## src/rtl/mc_main_control_if.sv

```systemverilog
// Control bundle between the multicycle main control FSM and the datapath.
// Latency: n/a (signal grouping only).
// Backpressure: none; every control is a level that the datapath samples each cycle.
// Ports: master = FSM side (takes opcode/zero/negative, drives every control);
//        slave  = datapath side (mirror image).
interface mc_main_control_if;
  logic [5:0] opcode;
  logic       zero;
  logic       negative;
  logic       pcen;
  logic       iord;
  logic       memread;
  logic       memwrite;
  logic       irwrite;
  logic       regwrite;
  logic       memtoreg;
  logic       regdst;
  logic       alusrca;
  logic [1:0] alusrcb;
  logic       aluop1;
  logic       aluop0;
  logic [1:0] pcsource;
  logic       memdatasrc;
  logic       illegal;
  logic [3:0] state;

  modport master (
    input  opcode, zero, negative,
    output pcen, iord, memread, memwrite, irwrite, regwrite, memtoreg, regdst,
           alusrca, alusrcb, aluop1, aluop0, pcsource, memdatasrc, illegal, state
  );

  modport slave (
    output opcode, zero, negative,
    input  pcen, iord, memread, memwrite, irwrite, regwrite, memtoreg, regdst,
           alusrca, alusrcb, aluop1, aluop0, pcsource, memdatasrc, illegal, state
  );
endinterface

```

## src/rtl/mc_main_control.sv

```systemverilog
// Multicycle MIPS-subset main control FSM: sequences one instruction and drives all datapath controls.
// Latency: jump/branch 3, sw/R/nori/jspal 4, lw 5 cycles; illegal opcode 2 cycles.
// Backpressure: none; advances every clock, async reset returns to FETCH immediately.
// Ports: clk, reset (async, active-high); bus (mc_main_control_if.master): opcode/zero/negative in,
//        datapath enables, mux selects, aluop1/aluop0, illegal pulse and debug state out.
// Option: define MC_JSPAL_EN to add the jspal instruction (JSPALADR/JSPALWR, memdatasrc).
module mc_main_control #(
  parameter logic [3:0] RESET_STATE = 4'd0
`ifdef MC_JSPAL_EN
  , parameter logic [5:0] JSPAL_OP  = 6'b010011
`endif
) (
  input  logic               clk,
  input  logic               reset,
  mc_main_control_if.master  bus
);

  localparam logic [3:0] FETCH    = 4'd0;
  localparam logic [3:0] DECODE   = 4'd1;
  localparam logic [3:0] MEMADR   = 4'd2;
  localparam logic [3:0] MEMRD    = 4'd3;
  localparam logic [3:0] MEMWB    = 4'd4;
  localparam logic [3:0] MEMWR    = 4'd5;
  localparam logic [3:0] REXEC    = 4'd6;
  localparam logic [3:0] RWB      = 4'd7;
  localparam logic [3:0] BRANCH   = 4'd8;
  localparam logic [3:0] JUMP     = 4'd9;
  localparam logic [3:0] NORIEXEC = 4'd10;
  localparam logic [3:0] NORIWB   = 4'd11;
`ifdef MC_JSPAL_EN
  localparam logic [3:0] JSPALADR = 4'd12;
  localparam logic [3:0] JSPALWR  = 4'd13;
`endif

  localparam logic [5:0] OP_R    = 6'b000000;
  localparam logic [5:0] OP_LW   = 6'b100011;
  localparam logic [5:0] OP_SW   = 6'b101011;
  localparam logic [5:0] OP_BEQ  = 6'b000100;
  localparam logic [5:0] OP_BLTZ = 6'b000001;
  localparam logic [5:0] OP_J    = 6'b000010;
  localparam logic [5:0] OP_NORI = 6'b001110;

  logic [3:0] state_q;
  logic [3:0] state_d;
  logic       op_known;

  // State register
  always_ff @(posedge clk or posedge reset) begin
    if (reset) state_q <= RESET_STATE;
    else       state_q <= state_d;
  end

  // Opcode legality, used for the illegal pulse in DECODE
  always_comb begin
    op_known = 1'b0;
    case (bus.opcode)
      OP_R, OP_LW, OP_SW, OP_BEQ, OP_BLTZ, OP_J, OP_NORI: op_known = 1'b1;
      default: op_known = 1'b0;
    endcase
`ifdef MC_JSPAL_EN
    if (bus.opcode == JSPAL_OP) op_known = 1'b1;
`endif
  end

  // Next-state logic; opcode only matters in DECODE and MEMADR
  always_comb begin
    state_d = FETCH;
    case (state_q)
      FETCH:    state_d = DECODE;
      DECODE: begin
        case (bus.opcode)
          OP_R:            state_d = REXEC;
          OP_LW, OP_SW:    state_d = MEMADR;
          OP_BEQ, OP_BLTZ: state_d = BRANCH;
          OP_J:            state_d = JUMP;
          OP_NORI:         state_d = NORIEXEC;
          default:         state_d = FETCH;
        endcase
`ifdef MC_JSPAL_EN
        if (bus.opcode == JSPAL_OP) state_d = JSPALADR;
`endif
      end
      // An opcode that is neither lw nor sw here means IR was disturbed; abandon safely.
      MEMADR: begin
        if      (bus.opcode == OP_LW) state_d = MEMRD;
        else if (bus.opcode == OP_SW) state_d = MEMWR;
        else                          state_d = FETCH;
      end
      MEMRD:    state_d = MEMWB;
      REXEC:    state_d = RWB;
      NORIEXEC: state_d = NORIWB;
`ifdef MC_JSPAL_EN
      JSPALADR: state_d = JSPALWR;
`endif
      default:  state_d = FETCH;
    endcase
  end

  // Output decode: Moore except branch pcen and the DECODE illegal pulse
  always_comb begin
    bus.pcen       = 1'b0;
    bus.iord       = 1'b0;
    bus.memread    = 1'b0;
    bus.memwrite   = 1'b0;
    bus.irwrite    = 1'b0;
    bus.regwrite   = 1'b0;
    bus.memtoreg   = 1'b0;
    bus.regdst     = 1'b0;
    bus.alusrca    = 1'b0;
    bus.alusrcb    = 2'b00;
    bus.aluop1     = 1'b0;
    bus.aluop0     = 1'b0;
    bus.pcsource   = 2'b00;
    bus.memdatasrc = 1'b0;
    bus.illegal    = 1'b0;
    case (state_q)
      FETCH: begin
        bus.memread = 1'b1;
        bus.irwrite = 1'b1;
        bus.alusrcb = 2'b01;
        bus.pcen    = 1'b1;
      end
      DECODE: begin
        bus.alusrcb = 2'b11;
        bus.illegal = ~op_known;
      end
      MEMADR: begin
        bus.alusrca = 1'b1;
        bus.alusrcb = 2'b10;
      end
      MEMRD: begin
        bus.memread = 1'b1;
        bus.iord    = 1'b1;
      end
      MEMWB: begin
        bus.regwrite = 1'b1;
        bus.memtoreg = 1'b1;
      end
      MEMWR: begin
        bus.memwrite = 1'b1;
        bus.iord     = 1'b1;
      end
      REXEC: begin
        bus.alusrca = 1'b1;
        bus.aluop1  = 1'b1;
      end
      RWB: begin
        bus.regwrite = 1'b1;
        bus.regdst   = 1'b1;
      end
      BRANCH: begin
        bus.alusrca  = 1'b1;
        bus.aluop0   = 1'b1;
        bus.pcsource = 2'b01;
        // bltz has rt=0, so the subtract yields rs and its sign is the test
        bus.pcen     = ((bus.opcode == OP_BEQ)  & bus.zero) |
                       ((bus.opcode == OP_BLTZ) & bus.negative);
      end
      JUMP: begin
        bus.pcsource = 2'b10;
        bus.pcen     = 1'b1;
      end
      NORIEXEC: begin
        bus.alusrca = 1'b1;
        bus.alusrcb = 2'b10;
        bus.aluop1  = 1'b1;
        bus.aluop0  = 1'b1;
      end
      NORIWB: begin
        bus.regwrite = 1'b1;
      end
`ifdef MC_JSPAL_EN
      JSPALADR: begin
        bus.alusrca = 1'b1;
        bus.alusrcb = 2'b10;
      end
      // PC+4 is stored at rs+imm while the PC loads rs+imm from ALUOut
      JSPALWR: begin
        bus.memwrite   = 1'b1;
        bus.iord       = 1'b1;
        bus.memdatasrc = 1'b1;
        bus.pcsource   = 2'b01;
        bus.pcen       = 1'b1;
      end
`endif
      default: ;
    endcase
  end

  assign bus.state = state_q;

endmodule

```

## src/flat_wrapper.sv

```systemverilog
// flat-port wrapper written by rule: the top's interface ports become plain ports
module mc_main_control_flat 
#(
  parameter logic [3:0] RESET_STATE = 4'd0

)
  (clk, reset, bus_opcode, bus_zero, bus_negative, bus_pcen, bus_iord, bus_memread, bus_memwrite, bus_irwrite, bus_regwrite, bus_memtoreg, bus_regdst, bus_alusrca, bus_alusrcb, bus_aluop1, bus_aluop0, bus_pcsource, bus_memdatasrc, bus_illegal, bus_state);
  mc_main_control_if bus_i ();
  input  logic clk;
  input  logic reset;
  input wire logic [$bits(bus_i.opcode)-1:0] bus_opcode;
  input wire logic [$bits(bus_i.zero)-1:0] bus_zero;
  input wire logic [$bits(bus_i.negative)-1:0] bus_negative;
  output wire logic [$bits(bus_i.pcen)-1:0] bus_pcen;
  output wire logic [$bits(bus_i.iord)-1:0] bus_iord;
  output wire logic [$bits(bus_i.memread)-1:0] bus_memread;
  output wire logic [$bits(bus_i.memwrite)-1:0] bus_memwrite;
  output wire logic [$bits(bus_i.irwrite)-1:0] bus_irwrite;
  output wire logic [$bits(bus_i.regwrite)-1:0] bus_regwrite;
  output wire logic [$bits(bus_i.memtoreg)-1:0] bus_memtoreg;
  output wire logic [$bits(bus_i.regdst)-1:0] bus_regdst;
  output wire logic [$bits(bus_i.alusrca)-1:0] bus_alusrca;
  output wire logic [$bits(bus_i.alusrcb)-1:0] bus_alusrcb;
  output wire logic [$bits(bus_i.aluop1)-1:0] bus_aluop1;
  output wire logic [$bits(bus_i.aluop0)-1:0] bus_aluop0;
  output wire logic [$bits(bus_i.pcsource)-1:0] bus_pcsource;
  output wire logic [$bits(bus_i.memdatasrc)-1:0] bus_memdatasrc;
  output wire logic [$bits(bus_i.illegal)-1:0] bus_illegal;
  output wire logic [$bits(bus_i.state)-1:0] bus_state;
  assign bus_i.opcode = bus_opcode;
  assign bus_i.zero = bus_zero;
  assign bus_i.negative = bus_negative;
  assign bus_pcen = bus_i.pcen;
  assign bus_iord = bus_i.iord;
  assign bus_memread = bus_i.memread;
  assign bus_memwrite = bus_i.memwrite;
  assign bus_irwrite = bus_i.irwrite;
  assign bus_regwrite = bus_i.regwrite;
  assign bus_memtoreg = bus_i.memtoreg;
  assign bus_regdst = bus_i.regdst;
  assign bus_alusrca = bus_i.alusrca;
  assign bus_alusrcb = bus_i.alusrcb;
  assign bus_aluop1 = bus_i.aluop1;
  assign bus_aluop0 = bus_i.aluop0;
  assign bus_pcsource = bus_i.pcsource;
  assign bus_memdatasrc = bus_i.memdatasrc;
  assign bus_illegal = bus_i.illegal;
  assign bus_state = bus_i.state;
  mc_main_control #(.RESET_STATE(RESET_STATE)) u_core (.clk(clk), .reset(reset), .bus(bus_i));
endmodule
```

## config.mk

```make
export PLATFORM = sky130hd
export DESIGN_NAME = mc_main_control_flat
export DESIGN_NICKNAME = d
export VERILOG_FILES = /design/src/rtl/mc_main_control_if.sv /design/src/rtl/mc_main_control.sv /design/src/flat_wrapper.sv
export SDC_FILE = /design/constraint.sdc
export NUM_CORES = 1
export LEC_CHECK = 0
export BUFFER_PORTS_ARGS = -buffer_cell sky130_fd_sc_hd__buf_2
export CORE_UTILIZATION = 38
export CTS_CLUSTER_DIAMETER = 150
export DETAILED_ROUTE_END_ITERATION = 6
export PLACE_DENSITY_LB_ADDON = 0.15
export SYNTH_ARGS = -nofsm -noshare
export SYNTH_HDL_FRONTEND = slang
export SYNTH_SLANG_ARGS = --single-unit
```

## constraint.sdc

```tcl
create_clock -name clk -period 1.45 [get_ports clk]
set_input_delay 0.0725 -clock clk [delete_from_list [all_inputs] [get_ports clk]]
set_output_delay 0.0725 -clock clk [all_outputs]
set_load 0.05 [all_outputs]
```

==> impl_metrics.toml, run 1 <==
[final_layout]
nets = 143
design_area_sq_um = 1250
area_delta_synth_final_pct = 129
largest_reg_flops = 4
fillers = 38
drive_gt1_share_pct = 69.5
diodes = 0
utilization_pct = 95.1

[critical_path]
timing.rr.start = "u_core.bus.state[1]"
r2r_slack_ps = -150
r2r_cells = 4
cp.depth = 4
crit_arrival_ps = 1540
crit_path_top_delay_cell = "dfrtp_2"
cp.required_ps = 1380
endpoint_kind = "output pin"
slowest_delay_ps = 430
path_delay_family = "simple AND/OR/NAND/NOR gates"
critPathBufInv = 1
path_class = "flip-flop to output pin"
start_kind = "flip-flop"
r2r-end = "u_core.bus.state[3]"
crit_chain = "nand2b_4, or3_4, nor4_4, buf_6"
path_max_fanout = 4

[route]
route.final.wire_length_um = 3060
num_vias = 943
drtIter0Drc = 39
routedWlPerCell_um = 20.9
post-route-drc-count = 0
drtPass1Iterations = 4
ant_nets = 0
via_per_inst = 6.46

[clock_network]
clockBufferDepth = 2
cts_tree = "yes"
clk_pin_slew_ps = 40
htree_levels = 1
cts_buffers = 3
insertion_delay_ps = 250
cts_root_buf = "clkbuf_4"
cts_num_sinks = 4

[global_routing]
grt_usage_pct = 31.7
globalRouteOverflowTotal = 0
grt_pass1_vias = 750
grtUsageMet2_pct = 62.1
grt_start_max_net_pins = 13
global_route.usage.met3_pct = 5.00
grt-busiest-layer = "met2"
grt_pass1_wl_um = 3280
use_met1_pct = 32.7
grt_antenna_before_repair = 0

[sta]
hold_ws_ps = 186
fmax_ghz = 0.622
clock_skew_ps = 7.52
finalMaxSlewViolations = 0
finalCriticalPeriod_ps = 1610
worst_slack_ps = -158
finalHoldViolCount = 0
period_share_pct = 111
final-setup-viol-count = 14
rsz0062_at_grt = "yes"

[power]
power_density_nw_per_um2 = 1400
total_power_uw = 1760
leakage_uw = 0.000535
peakVddDrop_uv = 1800

[synth]
synth_top_family_by_area = "simple AND/OR/NAND/NOR gates"
synth_adder_area_share_pct = 0
ys_top_cells_by_area = "dfrtp_1, nor3_1, nor2_1, nand3b_1, nand2_1"
synth.avg_cell_area_sq_um = 6.77
async_flop_share_pct = 100
ys_seq_area_share_pct = 18.3
synth_ff_type = "dfrtp_1"
synth-xor-area-share_pct = 3.20
syn_area_sq_um = 548
muxShareOfSynthArea_pct = 0
yosys.area_share.simple_pct = 58.2
synth-edff-count = 0
synth.top_cell.area_share_pct = 18.3
synth_top_cell_by_area = "dfrtp_1"
ys_ff_latch = 4
yosysUniqueCellTypes = 30
ys.warnings.count = 0
synth_cells = 81
synth_compound_area_share_pct = 11.2
syn-num-nets = 91

[die]
die_area_sq_um = 1600
fp-row-count = 13
ios = 31
die_w_um = 40.0
start_util_pct = 41.6
die_h_um = 40.0
core_area_sq_um = 1320

[min_path]
holdPathStages = 3
min_from = "bus_opcode[4]"
holdCritPathClass = "input port to flip-flop"
whs_endpoint = "u_core.bus.state[3]"

[placed_design]
pre_cts_ws_ps = -117
place_hpwl_um = 1460
gp_congestion = 0.833
placed_area_sq_um = 1000
io_buffers = 29

[run]
drv_cap = 0

[status]
status = "complete, but fails checks"
violations = "setup timing"
## metrics by stage
stage	std cells	setup TNS, ps
after floorplan	81	-1600
after global placement	137	-76.0
after detailed placement	137	-231
after CTS	143	-656
after global routing	146	-1620
final	146	-1250
## worst max-delay path by stage
| stage | slack (ps) | from | to |
|---|---|---|---|
| after floorplan | -240 | u_core.bus.state[2] | bus_illegal |
| after global placement | -40 | u_core.bus.state[1] | u_core.bus.state[3] |
| after detailed placement | -120 | u_core.bus.state[1] | u_core.bus.state[3] |
| after CTS | -120 | u_core.bus.state[1] | u_core.bus.state[3] |
| after global routing | -180 | u_core.bus.state[1] | bus_illegal |
| final | -160 | u_core.bus.state[1] | bus_illegal |
## final cells by class
| type | count | area (sq um) | share of cell area, % |
|---|---|---|---|
| Clock buffer | 3 | 22.5 | 1.80 |
| Inverter | 2 | 7.51 | 0.599 |
| Multi-Input combinational cell | 67 | 616 | 49.2 |
| Sequential cell | 4 | 108 | 8.59 |
| Tap cell | 15 | 18.8 | 1.50 |
| Timing Repair Buffer | 55 | 480 | 38.4 |
## cell usage in the layout (no fill, tap or decap), types with 2 or more instances in the layout
cell / n
a211oi_1: 2
buf_2: 13
buf_4: 20
buf_6: 14
buf_8: 6
clkbuf_4: 4
dfrtp_2: 3
inv_1: 2
nand2_1: 7
nand2b_4: 3
nand3b_1: 4
nor2_1: 3
nor2_2: 3
nor2_4: 4
nor2b_4: 2
nor3_1: 4
nor3_4: 3
nor3b_1: 2
nor4_4: 3
nor4b_1: 2
o21ai_0: 2
or4_1: 2
## synth_stat cells, types with 3 or more instances
| cell type | instances |
|---|---|
| or4_1 | 3 |
| nor3_1 | 8 |
| nor2b_1 | 3 |
| a21oi_1 | 3 |
| nand2b_1 | 3 |
| nor4_1 | 4 |
| nand2_1 | 7 |
| o21ai_0 | 3 |
| buf_2 | 4 |
| nor2_1 | 10 |
| nand3b_1 | 4 |
| nor4b_1 | 3 |
| dfrtp_1 | 4 |
| a211oi_1 | 3 |
## worst reg2reg max path: stages, from the launching register on
cell      delay (ps)
dfrtp_2          430
nand2b_4         160
or3_4            360
or4_4            510
o21ai_2           70
## cells by family (layout without fill, tap and decap cells)
family	Yosys count	count (layout)
buf+inv	10	60
simple gates	54	54
xor+xnor	2	2
other cells	1	1
flops	4	4
compound gates	10	10
## layer usage
layer	vias up	share of wire [%]
met1	429	33
met3	30	9.8
met4	0	6.2
li1	391	-
met5	-	0
met2	93	51
## where the power goes
group	switching, uW	internal, uW	leakage (uW)
Combinational	863	570	0.000474
Clock	64.6	93.9	0.0000138
Sequential	30.2	135	0.0000471
## what timing repair did
item | in CTS | in global routing
hold endpoints to repair | 4 | 0
hold buffers | 1 | 0
buffers inserted | 2 | 3
endpoints found under the setup margin | 17 | 18
gates resized for setup | 38 | 18
pin swaps | 5 | 2
No activity file was read; power rests on OpenSTA's default activity.
==> inputs of run 2 (changes only) <==
Settings changed: CAP_MARGIN set to 20, REMOVE_ABC_BUFFERS set to 1.
==> run 2 against run 1 <==
  * The flow still finishes with violations (setup timing)
  * Wire length shrank 15%
  * First-iteration DRC count shrank 10%
  * Core utilization down 5.3 points
  * Maximum frequency shrank 0.91%
  * Clock skew increased by 2.9 ps
  * Flip-flop and latch count unchanged
  * Non-clock buffer count increased by 3
  * Design area decreased by 5.6%
  * Sequential power fell by 5%
  * Total power fell by 7.5%
  * Worst hold slack improved by 43 ps
  * Critical endpoint is now bus_alusrcb[1]
  * Largest cell class unchanged
  * Largest power group unchanged
  * Highest routed layer unchanged
==> impl_metrics.toml, run 2 (same netlist as run 1, synthesis figures left out) <==
[status]
status = "complete, but fails checks"
violations = "setup timing"

[global_routing]
grt_pass1_vias = 603
grt_start_max_net_pins = 14
globalRouteOverflowTotal = 0
grt_pass1_wl_um = 2560
grt_antenna_before_repair = 0
grt_usage_pct = 24.0

[final_layout]
drive_gt1_share_pct = 59.0
mostFrequentLayoutCell = "buf_4"
utilization_pct = 89.7
nets = 146
fillers = 56
area_delta_synth_final_pct = 116
design_area_sq_um = 1180
layout_common_cells = "buf_4, buf_2, buf_6"
diodes = 0
largest_reg_flops = 4
layoutNonFillerInstCount = 149

[power]
swShare_pct = 53.9
peakVddDrop_uv = 1110
power_frac_clock_pct = 8.8
p_sw_uw = 876
pwr-share-seq_pct = 9.7
leakage_uw = 0.000539
intPower_uw = 748
power_density_nw_per_um2 = 1370
p_comb_share_pct = 81.5

[critical_path]
cp.required_ps = 1380
path_class = "flip-flop to output pin"
crit_chain = "buf_4, buf_8, nor2b_4, buf_4, nor2_1, nor2_1, buf_6"
path_delay_family = "buffers and inverters"
path_max_fanout = 5
start_kind = "flip-flop"
endpoint_kind = "output pin"
critPathBufInv = 4
crit_arrival_ps = 1550
slowest_delay_ps = 380
crit_path_top_delay_cell = "dfrtp_1"

[placed_design]
io_buffers = 29
place_hpwl_um = 1140
dp.cells = 129
pre_cts_ws_ps = -32.9
placed_area_sq_um = 763
gp_congestion = 0.857

[sta]
setup_tns_ps = -1220
worst_slack_ps = -173
rsz0062_at_grt = "yes"
final-setup-viol-count = 13
finalCriticalPeriod_ps = 1620
fmax_ghz = 0.616
finalMaxSlewViolations = 0
period_share_pct = 112
clock_skew_ps = 10.4
finalHoldViolCount = 0

[die]
die_area_sq_um = 1600
die_h_um = 40.0
start_util_pct = 41.6
ios = 31
die_w_um = 40.0
fp-row-count = 13
core_area_sq_um = 1320

[min_path]
holdCritPathClass = "input port to flip-flop"

[route]
via_per_inst = 5.85
wl_met2_um = 1300
num_vias = 872
drtPass1Iterations = 4
highest_layer = "met4"
ant_nets = 0
post-route-drc-count = 0
routed-wl-met3_um = 205
route.final.wire_length_um = 2590
routedWlPerCell_um = 17.4
drtIter0Drc = 35
met1Wirelength_um = 976

[clock_network]
cts_tree = "yes"
clk_pin_slew_ps = 40
htree_levels = 1
cts_num_sinks = 4
clockBufferDepth = 2
insertion_delay_ps = 240
cts_root_buf = "clkbuf_4"
cts_buffers = 3

[run]
drv_cap = 0
run 2: through the flow:
step,power [uW],hold slack (ps)
floorplan,794,-161
global placement,1050,-43.2
detailed placement,1060,-45.5
CTS,1400,168
global route,1700,229
finish,1620,228
run 2: area by class of cell:
type | instances | area, sq um | share of cell area, %
multi-input combinational | 67 | 534 | 45.2
timing repair buffer | 58 | 499 | 42.2
sequential | 4 | 100 | 8.47
clock buffer | 3 | 22.5 | 1.90
tap | 15 | 18.8 | 1.59
inverter | 2 | 7.51 | 0.635
run 2: worst paths after layout:
| check | from | end | slack, ps | cells past startpoint |
|---|---|---|---|---|
| min in group asynchronous | reset | u_core.bus.state[0] | 280 | 3 |
| worst max register to register | u_core.bus.state[1] | u_core.bus.state[3] | -170 | 4 |
| worst max-delay path | u_core.bus.state[1] | bus_alusrcb[1] | -170 | 7 |
| max in group asynchronous | reset | u_core.bus.state[1] | 1000 | 3 |
| worst min register to register | u_core.bus.state[2] | u_core.bus.state[3] | 670 | 2 |
| worst min-delay path | bus_opcode[4] | u_core.bus.state[3] | 230 | 3 |
run 2: power groups by stage:
| stage | Clock (uW) | Combinational (uW) | Sequential [uW] |
|---|---|---|---|
| 2_1_floorplan | 0 | 537 | 257 |
| 3_3_place_gp | 0 | 900 | 151 |
| 3_5_place_dp | 0 | 904 | 153 |
| 4_1_cts | 143 | 1100 | 152 |
| 5_1_grt | 160 | 1380 | 159 |
| 6_report | 143 | 1320 | 157 |
run 2: per-layer routing:
layer	track usage (%)	up-vias
met3	8.89	10
met5	0	-
met1	28.6	414
met2	41.1	50
li1	-	398
met4	4.31	0
run 2: timing repair:
item | in CTS | in global routing
gates resized for setup | 30 | 32
setup buffers | 5 | 11
cloned | 0 | 1
setup endpoints to repair | 16 | 18
hold buffers | 1 | 0
pin swaps | 3 | 5
endpoints found under the hold margin | 4 | 0
run 2: worst reg2reg max path: stages (launching register included):
cell and delay (ps):
dfrtp_1 380, nand2b_4 150, or3_4 350, or4_1 560, o21ai_1 110
==> inputs of run 3 (changes only) <==
Settings changed: MAX_ROUTING_LAYER set to met4.
==> run 3 against run 2 <==
  * The flow still finishes with violations (setup timing)
  * Clock-buffer cell count unchanged
  * Clock skew decreased by 1.7 ps
  * Critical path depth decreased by 2
  * Global-route usage increased by 2.9 points
  * Wire length increased by 7.1%
  * Worst hold slack got worse by 38 ps
  * Flip-flop and latch count unchanged
  * Non-clock buffer count decreased by 7
  * Design area decreased by 2.8%
  * Largest cell class unchanged
==> impl_metrics.toml, run 3 (same netlist as run 1, synthesis figures left out) <==
[status]
status = "complete, but fails checks"
violations = "setup timing"

[placed_design]
dp.cells = 129
place_hpwl_um = 1160
gp_congestion = 0.860
io_buffers = 29
placed_area_sq_um = 763

[final_layout]
diodes = 0
area_delta_synth_final_pct = 110
mostFrequentLayoutCell = "buf_4"
fillers = 74
drive_gt1_share_pct = 59.8
nets = 139
register_area_sq_um = 101
multi_input_area_sq_um = 542
design_area_sq_um = 1150
layoutNonFillerInstCount = 142
layout_common_cells = "buf_4, buf_2, buf_6"
largest_reg_flops = 4

[clock_network]
cts_tree = "yes"
cts_buffers = 3
clockBufferDepth = 2
cts_num_sinks = 4
htree_levels = 1
cts_root_buf = "clkbuf_4"
clk_pin_slew_ps = 40
insertion_delay_ps = 250

[min_path]
min_from = "bus_opcode[4]"
holdCritPathClass = "input port to flip-flop"
holdPathStages = 3
whs_endpoint = "u_core.bus.state[3]"

[sta]
period_share_pct = 116
fmax_ghz = 0.596
worst_slack_ps = -229
rsz0062_at_grt = "yes"
setup_tns_ps = -1300
hold_ws_ps = 190
finalHoldViolCount = 0
finalMaxSlewViolations = 0
clock_skew_ps = 8.67
finalCriticalPeriod_ps = 1680
final-setup-viol-count = 15

[die]
ios = 31
die_h_um = 40.0
fp-row-count = 13
core_area_sq_um = 1320
die_w_um = 40.0
start_util_pct = 41.6
die_area_sq_um = 1600

[critical_path]
r2r-end = "u_core.bus.state[3]"
path_class = "flip-flop to flip-flop"
start_kind = "flip-flop"
endpoint_kind = "flip-flop"
cp.required_ps = 1620
r2r_cells = 5
r2r_slack_ps = -230
path_max_fanout = 3
timing.rr.start = "u_core.bus.state[1]"
crit_arrival_ps = 1850

[run]
drv_cap = 0

[power]
leakage_uw = 0.000508
power_density_nw_per_um2 = 1400
total_power_uw = 1610
peakVddDrop_uv = 1100

[route]
drtIter0Drc = 25
routedWlPerCell_um = 19.5
via_per_inst = 6.27
num_vias = 890
ant_nets = 0
route.final.wire_length_um = 2770
drtPass1Iterations = 4
post-route-drc-count = 0

[global_routing]
globalRouteOverflowTotal = 0
grt_usage_pct = 26.9
grt_pass1_wl_um = 2700
grt_antenna_before_repair = 0
grt_start_max_net_pins = 14
grt_pass1_vias = 627
-- run 3: cell count changes in the layout (fill, tap and decap cells not counted), sizes merged --
cell,change
buf,-6
clkbuf,-1
-- run 3: final cells by class --
type                            count  share of cell area, %
Clock buffer                        3                   1.96
Sequential cell                     4                   8.81
Timing Repair Buffer               51                   39.8
Tap cell                           15                   1.63
Inverter                            2                  0.653
Multi-Input combinational cell     67                   47.1
-- run 3: critical path, cell delays in order (launching register included) --
cell	delay, ps
dfrtp_1	390
nand2b_4	150
or3_4	350
buf_4	150
or4_1	470
o21ai_1	100
-- run 3: how the worst max path moves through the flow --
stage / startpoint / endpoint
floorplan: u_core.bus.state[0] / bus_illegal
global placement: u_core.bus.state[1] / bus_illegal
detailed placement: u_core.bus.state[1] / bus_illegal
CTS: u_core.bus.state[1] / bus_illegal
global route: u_core.bus.state[1] / bus_alusrcb[1]
finish: u_core.bus.state[1] / u_core.bus.state[3]
-- run 3: power by group --
group          total, uW  internal [uW]  switching [uW]
clock                147           93.0            53.6
combinational       1300            495             803
sequential           162            134            28.0
-- run 3: per-stage QoR --
stage	setup WS, ps	util [%]
finish	-229	87.3
CTS	-164	76.2
detailed placement	-46.2	57.9
global placement	-40.2	57.9
floorplan	-1440	-
global route	-279	87.3
-- run 3: routing by layer --
metal / up-vias / global-route usage, % / part of all wire (%)
met2: 63 / 46.8 / 52
li1: 383 / - / -
met5: - / - / 0
met1: 425 / 27.7 / 38
met4: 0 / 12.1 / 4.0
met3: 19 / 7.78 / 6.2
-- run 3: what timing repair did --
action                                  4_1_cts  5_1_grt
gates cloned                                  0        1
endpoints found under the setup margin       17       18
resized for setup                            38       31
setup buffers                                 6        2
pin swaps                                     4        4
hold buffers                                  1        0
hold endpoints to repair                      4        0
